===== src/rtl/lsu_mem_master.sv =====
// Load/store unit: turns core byte/half/word accesses into word-wide memory
// transactions with byte enables, stalling the core until memory answers.
module lsu_mem_master #(
   parameter int unsigned TIMEOUT = 16
) (
   input  logic        clk_i,
   input  logic        rst_ni,
   input  logic        core_req_i,
   input  logic        core_we_i,
   input  logic [2:0]  core_size_i,
   input  logic [31:0] core_addr_i,
   input  logic [31:0] core_wd_i,
   output logic [31:0] core_rd_o,
   output logic        core_stall_req_o,
   output logic        core_err_o,
   output logic        mem_req_o,
   output logic        mem_we_o,
   output logic [3:0]  mem_be_o,
   output logic [31:0] mem_addr_o,
   output logic [31:0] mem_wd_o,
   input  logic [31:0] mem_rd_i,
   input  logic        mem_ready_i
);

   // state | meaning
   // IDLE  | no transaction; a legal request is accepted in one cycle
   // BUSY  | memory request held from latched fields until ready or timeout
   typedef enum logic {IDLE, BUSY} state_t;

   localparam logic [7:0] TERM_CNT = 8'(TIMEOUT - 1);

   state_t      state_q, state_d;
   logic [7:0]  cnt_q, cnt_d;
   logic        we_q;
   logic [2:0]  size_q;
   logic [31:0] addr_q;
   logic [3:0]  be_q;
   logic [31:0] wd_q;

   logic        size_ok;
   logic        aligned;
   logic        accept;
   logic [3:0]  be_new;
   logic [31:0] wd_new;
   logic [7:0]  byte_sel;
   logic [15:0] half_sel;
   logic [31:0] load_val;

   always_comb begin
      size_ok = (core_size_i == 3'd0) || (core_size_i == 3'd1) || (core_size_i == 3'd2) ||
                (core_size_i == 3'd4) || (core_size_i == 3'd5);
      case (core_size_i[1:0])
         2'd1:    aligned = ~core_addr_i[0];
         2'd2:    aligned = (core_addr_i[1:0] == 2'b00);
         default: aligned = 1'b1;
      endcase
   end

   always_comb begin
      case (core_size_i[1:0])
         2'd0: begin
            be_new = 4'b0001 << core_addr_i[1:0];
            wd_new = {4{core_wd_i[7:0]}};
         end
         2'd1: begin
            be_new = core_addr_i[1] ? 4'b1100 : 4'b0011;
            wd_new = {2{core_wd_i[15:0]}};
         end
         default: begin
            be_new = 4'b1111;
            wd_new = core_wd_i;
         end
      endcase
   end

   // Lane selection uses the latched offset; mem_rd_i is only meaningful with ready.
   always_comb begin
      byte_sel = mem_rd_i[{addr_q[1:0], 3'b000} +: 8];
      half_sel = addr_q[1] ? mem_rd_i[31:16] : mem_rd_i[15:0];
      case (size_q)
         3'd0:    load_val = {{24{byte_sel[7]}}, byte_sel};
         3'd4:    load_val = {24'd0, byte_sel};
         3'd1:    load_val = {{16{half_sel[15]}}, half_sel};
         3'd5:    load_val = {16'd0, half_sel};
         default: load_val = mem_rd_i;
      endcase
   end

   always_comb begin
      state_d          = state_q;
      cnt_d            = cnt_q;
      accept           = 1'b0;
      core_rd_o        = 32'd0;
      core_stall_req_o = 1'b0;
      core_err_o       = 1'b0;
      mem_req_o        = 1'b0;
      mem_we_o         = 1'b0;
      mem_be_o         = 4'd0;
      mem_addr_o       = 32'd0;
      mem_wd_o         = 32'd0;
      case (state_q)
         IDLE: begin
            if (core_req_i) begin
               if (size_ok && aligned) begin
                  accept           = 1'b1;
                  state_d          = BUSY;
                  cnt_d            = 8'd0;
                  core_stall_req_o = 1'b1;
               end else begin
                  core_err_o = 1'b1;
               end
            end
         end
         BUSY: begin
            mem_req_o  = 1'b1;
            mem_we_o   = we_q;
            mem_be_o   = be_q;
            mem_addr_o = addr_q;
            mem_wd_o   = wd_q;
            if (mem_ready_i) begin
               state_d = IDLE;
               if (core_req_i && !we_q) core_rd_o = load_val;
            end else if (cnt_q == TERM_CNT) begin
               state_d    = IDLE;
               core_err_o = core_req_i;
            end else begin
               cnt_d            = cnt_q + 8'd1;
               core_stall_req_o = core_req_i;
            end
         end
         default: state_d = IDLE;
      endcase
      // Core-facing handshakes stay quiet while reset is held, even with a request pending.
      if (!rst_ni) begin
         core_stall_req_o = 1'b0;
         core_err_o       = 1'b0;
      end
   end

   always_ff @(posedge clk_i or negedge rst_ni) begin
      if (!rst_ni) begin
         state_q <= IDLE;
         cnt_q   <= 8'd0;
         we_q    <= 1'b0;
         size_q  <= 3'd0;
         addr_q  <= 32'd0;
         be_q    <= 4'd0;
         wd_q    <= 32'd0;
      end else begin
         state_q <= state_d;
         cnt_q   <= cnt_d;
         if (accept) begin
            we_q   <= core_we_i;
            size_q <= core_size_i;
            addr_q <= core_addr_i;
            be_q   <= be_new;
            wd_q   <= wd_new;
         end
      end
   end

endmodule


===== config.mk =====
export PLATFORM = sky130hd
export DESIGN_NAME = lsu_mem_master
export DESIGN_NICKNAME = d
export VERILOG_FILES = /design/src/rtl/lsu_mem_master.sv
export SDC_FILE = /design/constraint.sdc
export NUM_CORES = 1
export LEC_CHECK = 0
export CAP_MARGIN = 15
export CORE_MARGIN = 2
export CORE_UTILIZATION = 46
export CTS_CLUSTER_SIZE = 40
export DETAILED_ROUTE_END_ITERATION = 6
export PLACE_DENSITY_LB_ADDON = 0.05
export SETUP_SLACK_MARGIN = 0.2
export SYNTH_ARGS = -nofsm -noshare
export SYNTH_HDL_FRONTEND = slang
export SYNTH_SLANG_ARGS = --single-unit

===== constraint.sdc =====
create_clock -name clk_i -period 4.1 [get_ports clk_i]
set_clock_uncertainty 0.1 [all_clocks]
set_input_delay 0.82 -clock clk_i [delete_from_list [all_inputs] [get_ports clk_i]]
set_output_delay 0.82 -clock clk_i [all_outputs]
set_load 0.01 [all_outputs]

---- Word-level counts from Yosys, hierarchy flattened ----
Index checks and enable logic that the tools add are counted.
operators by class
  add/sub/neg operators ................... 1
  multipliers ............................. 0
  divide/modulo/power cells ............... 0
  order comparisons ....................... 0
  eq/ne operators ......................... 14
  shift operators ......................... 2
  multiplexer cells ....................... 35
  bitwise operators ....................... 2
  reduce and logical (&&, ||, !) cells .... 12
operators by type and width
  operator                                              number
  2-to-1 mux 32 bit                                     5
  case mux 32 bit (4 select lines)                      1
  case mux 32 bit (2 select lines)                      1
  2-to-1 mux 8 bit                                      4
  variable part select 32 x 6 -> 8 bit                  1
  2-to-1 mux 16 bit                                     1
  case mux 8 bit (2 select lines)                       1
  2-to-1 mux 1 bit                                      15
  equality test 3 bit (second input constant)           4
  adder 8 x 1 -> 8 bit (second input constant)          1
  equality test 8 x 4 -> 1 bit (second input constant)  1
  2-to-1 mux 4 bit                                      2
  != test 2 bit (second input constant)                 4
  case mux 1 bit (2 select lines)                       4
  case mux 4 bit (2 select lines)                       1
  equality test 3 x 1 -> 1 bit (second input constant)  2
  logical NOT 3 bit                                     2
  logical NOT 2 bit                                     2
  logical OR 1 bit                                      4
  AND reduction 4 bit                                   1
  left shift 1 x 2 -> 4 bit (first input constant)      1
  equality test 3 x 2 -> 1 bit (second input constant)  1
  equality test 2 x 1 -> 1 bit (second input constant)  1
  equality test 2 bit (second input constant)           1
  3 further kinds                                       5
storage, ports and cells
  flip-flop bits (word level) ............. 81
  latch bits .............................. 0
  memory bits (writable) .................. 0
  ROM bits ................................ 0
  logic and storage cells ................. 73
  memories ................................ 0

---- Logic depth before layout (Yosys ltp) ----
  depth in word-level cells ............... 10
  mapped depth ............................ 8

---- Worst setup path before layout ----
No wires, ideal clock.
  path kind ............................... input to output
  start ................................... in core_size_i[1]
  end ..................................... out core_err_o
  arrival time ............................ 2.163 ns
  required time ........................... 3.180 ns
  slack ................................... 1.017 ns
  stages .................................. 6
  buffers on the path ..................... 1
  cell sequence ........................... clkinv_1 -> ha_1 -> buf_2 -> nor2_2 -> a21o_1 -> nor3b_1
between the ends
  cells in the longest elaborated chain, start to end .. 10
  elaborated cells between the ends (all ways) .. 17
  those cells by class .................... eq/ne: 6; mux: 5; reduce/logical: 6
ends and longest elaborated chain
  what                                                               line  RTL
  start: declaration                                                 10    input logic [2:0] core_size_i,
  equality test 3 x 1 -> 1 bit or logical NOT 3 bit (tied branches)  50    size_ok = (core_size_i == 3'd0) || (core_size_i == 3'd1) || (core_size_i == 3'd2) ||
  logical OR 1 bit (3 in a row)                                      50
  logical OR 1 bit                                                   51    (core_size_i == 3'd4) || (core_size_i == 3'd5);
  logical AND 1 bit (*)                                              104   if (size_ok && aligned) begin
  2-to-1 mux 1 bit (*)                                               104
  2-to-1 mux 1 bit (*)                                               103   if (core_req_i) begin
  case mux 1 bit (2 select lines) (*)                                101   case (state_q)
  2-to-1 mux 1 bit (*)                                               134   if (!rst_ni) begin
  end: declaration                                                   15    output logic core_err_o,
Every way passes the cells marked *; elsewhere a longest branch is shown, timed or not.

---- Worst setup path after layout ----
  start ................................... in core_req_i
  end ..................................... out core_rd_o[25]
between the ends
  cells in the longest elaborated chain, start to end .. 4
ends and longest elaborated chain
  what                line  RTL
  start: declaration  8     input logic core_req_i,
  logical AND 1 bit   122   if (core_req_i && !we_q) core_rd_o = load_val;
  2-to-1 mux 32 bit   122
  2-to-1 mux 32 bit   120   if (mem_ready_i) begin
  2-to-1 mux 32 bit   101
  end: declaration    13    output logic [31:0] core_rd_o,
Every way passes these cells.

==> reports/metrics.yaml <==
drt_first_pass_iters: 6
wire_per_inst_um: 17.5
layout_min_cycle_time_ps: 3820
critPathMaxFanout: 5
syn_inst: 454
hold_path.class: "input port to async pin"
io_pins: 208
drive_above_1_share_pct: 15.3
fin_util_pct: 72.2
synth_warnings: 0
core_mm2: 0.00977
via_per_inst: 5.38
clockRootBuffer: "clkbuf_8"
layout_common_cells: "clkdlybuf4s50_1 (204), dfrtp_1 (80), and2_1 (69)"
crit_chain: "clkdlybuf4s50_1 > nand4b_2 > a2111oi_2 > o21a_2 > buf_4 > a21o_1 > clkdlybuf4s50_1"
cts_hold_buf: 0
reg2reg_to: "wd_q[7]"
die_w_um: 104
ys.flop_type: "dfrtp_1"
ir_worst_vdd_v: 0.000292
path_clk_slew_ps: 80
synth_edf_count: 0
path_class: "input port to output port"
seq_area_mm2: 0.00203
die_y_um: 104
synth_fp_nets: 562
final_hold_viol_count: 0
r2r_start: "state_q"
rows: 36
rsz0062_at_grt: "no"
finalNetCount: 764
numCtsBuffers: 9
finalSetupViolCount: 0
grt_antenna_before_repair: 0
dpl.hpwl_um: 10400
cp-end-kind: "output port"
multi_input_area_mm2: 0.00238
path_depth: 7
startpoint_type: "input port"
track_usage_pct: 25.1
relSlewSlack_pct: 49.5
ys_seq_elements: 81
ys_seq_area_share_pct: 43.7
fillers: 743
critPathTopFamily: "buffers and inverters"
start_util_pct: 47.4
area_delta_synth_final_pct: 52.1
synth-async-reset-ratio_pct: 100
dieArea_mm2: 0.0109
post_dp_cell_area_mm2: 0.00681
insertion_delay_ps: 350
leakage_nw: 3.03
cp.required_ps: 3180
drt-initial-drc-count: 290
grt-ovfl-total: 0
power_density_mw_per_mm2: 408
drc: 0
ys_types: 45
layout_commonest_cell: "clkdlybuf4s50_1"
timing.fmax_mhz: 262
slowest_delay_ps: 530
fin_cells: 794
worst-path-buf-inv: 3
synth_area_per_cell_um2: 10.2
setup_tns_ps: 0
vias: 4270
ant_nets: 0
n_antenna_cell: 0
critPathMostFrequentCell: "clkdlybuf4s50_1"
drv_slew: 0
reg2reg_slack_ps: 1520
tightestPinTransition_ps: 758
post-place-cells: 776
ff2ff_path_depth: 7
clock-sinks: 81
gp_congestion: 0.978
outcome: "complete, no violations"
grt_pass1_wl_um: 21900
max_cap_viol_count: 0
tritoncts: "done"
slowest_stage: "clkdlybuf4s50_1"
wl_um: 13900
htreeDepth: 3
cp_data_arrival_time_ps: 2900
syn-cell-area_mm2: 0.00464
port_buffers: 207
stdcell_area_mm2: 0.00705
grt_max_degree: 61
grt_pass1_vias: 4284
finalCritPeriodShare_pct: 93.2
clockBufferDepth: 2
[how the worst max path moves through the flow]
stage                    from  slack, ps             to
3_3_place_gp      mem_ready_i        230  core_rd_o[16]
2_1_floorplan  core_size_i[1]       1020     core_err_o
4_1_cts            core_req_i        260  core_rd_o[23]
6_report           core_req_i        280  core_rd_o[25]
3_5_place_dp       core_req_i        170  core_rd_o[23]
5_1_grt           mem_ready_i        220  core_rd_o[28]
[state kept, by name, indices dropped and copies added (netlist names)]
name,flops
size_q,3
wd_q,32
be_q,4
cnt_q,8
addr_q,32
state_q,1
we_q,1
[synthesized netlist by cell type, types with 2 or more instances]
cell type | number | area share [%]
buf_6 | 6 | 1.5
nor2_1 | 16 | 1.3
xnor2_1 | 3 | 0.57
a22o_1 | 8 | 1.5
dfrtp_1 | 81 | 44
ha_1 | 4 | 1.1
or4_1 | 2 | 0.32
nand2b_1 | 5 | 0.67
mux2_2 | 61 | 15
clkbuf_1 | 17 | 1.4
buf_4 | 3 | 0.49
buf_1 | 3 | 0.24
nor4_1 | 2 | 0.27
a222oi_1 | 8 | 1.7
o2bb2ai_1 | 8 | 1.5
nand2_1 | 39 | 3.2
nor3_1 | 9 | 0.97
nor2b_1 | 2 | 0.27
a21oi_1 | 7 | 0.76
o21ai_0 | 21 | 2.3
or2_2 | 3 | 0.40
a2111oi_0 | 2 | 0.38
nand3_1 | 4 | 0.43
and2_1 | 69 | 9.3
a221oi_1 | 8 | 1.5
mux2i_1 | 4 | 0.86
o22ai_1 | 9 | 1.2
inv_1 | 16 | 1.3
a21o_1 | 18 | 2.9
[logic make-up (layout without fill, tap and decap cells)]
| kind of cell | after synthesis | count (layout) | share of synthesized area [%] |
|---|---|---|---|
| adder cells (fa/ha/maj) | 4 | 4 | 1.08 |
| AND/OR/NAND/NOR | 156 | 156 | 18.0 |
| flip-flops | 81 | 81 | 43.7 |
| XOR/XNOR | 3 | 3 | 0.567 |
| multiplexers | 66 | 66 | 16.2 |
| AO/OA/AOI/OAI | 97 | 97 | 15.4 |
| buffers and inverters | 47 | 254 | 5.05 |
[where the power goes]
| group | internal (W) | switching [W] | total, W |
|---|---|---|---|
| Sequential | 0.00107 | 0.000188 | 0.00125 |
| Combinational | 0.000591 | 0.000419 | 0.00101 |
| Clock | 0.000331 | 0.000280 | 0.000611 |
| Total | 0.00199 | 0.000887 | 0.00287 |
[cell type report]
class / instances / share of cell area [%]
clock buffers: 14 / 2.45
clock inverters: 2 / 0.497
inverters: 17 / 0.905
multi-input cells: 326 / 33.8
flip-flops and latches: 81 / 28.8
well taps: 133 / 2.36
repair buffers: 221 / 31.3
[routing by layer]
layer,global-route usage [%],wire [um],vias up
met5,0,0,-
met2,43.4,6760,176
met1,29.6,5680,2064
met4,9.27,327,0
met3,6.95,1110,20
li1,-,-,2010
[repair_timing]
action | 4_1_cts | 5_1_grt
setup endpoints to repair | 16 | 19
resized for setup | 0 | 5
setup buffers | 2 | 0
[stage by stage]
stage | power, W | hold WS (ps) | setup WS, ps
finish | 0.00287 | 250 | 278
global route | 0.00304 | 257 | 222
CTS | 0.00289 | 249 | 260
detailed placement | 0.00227 | 370 | 172
global placement | 0.00222 | 368 | 232
floorplan | 0.00178 | 349 | 1020
Note: power is estimated with default switching activity, not from simulation.
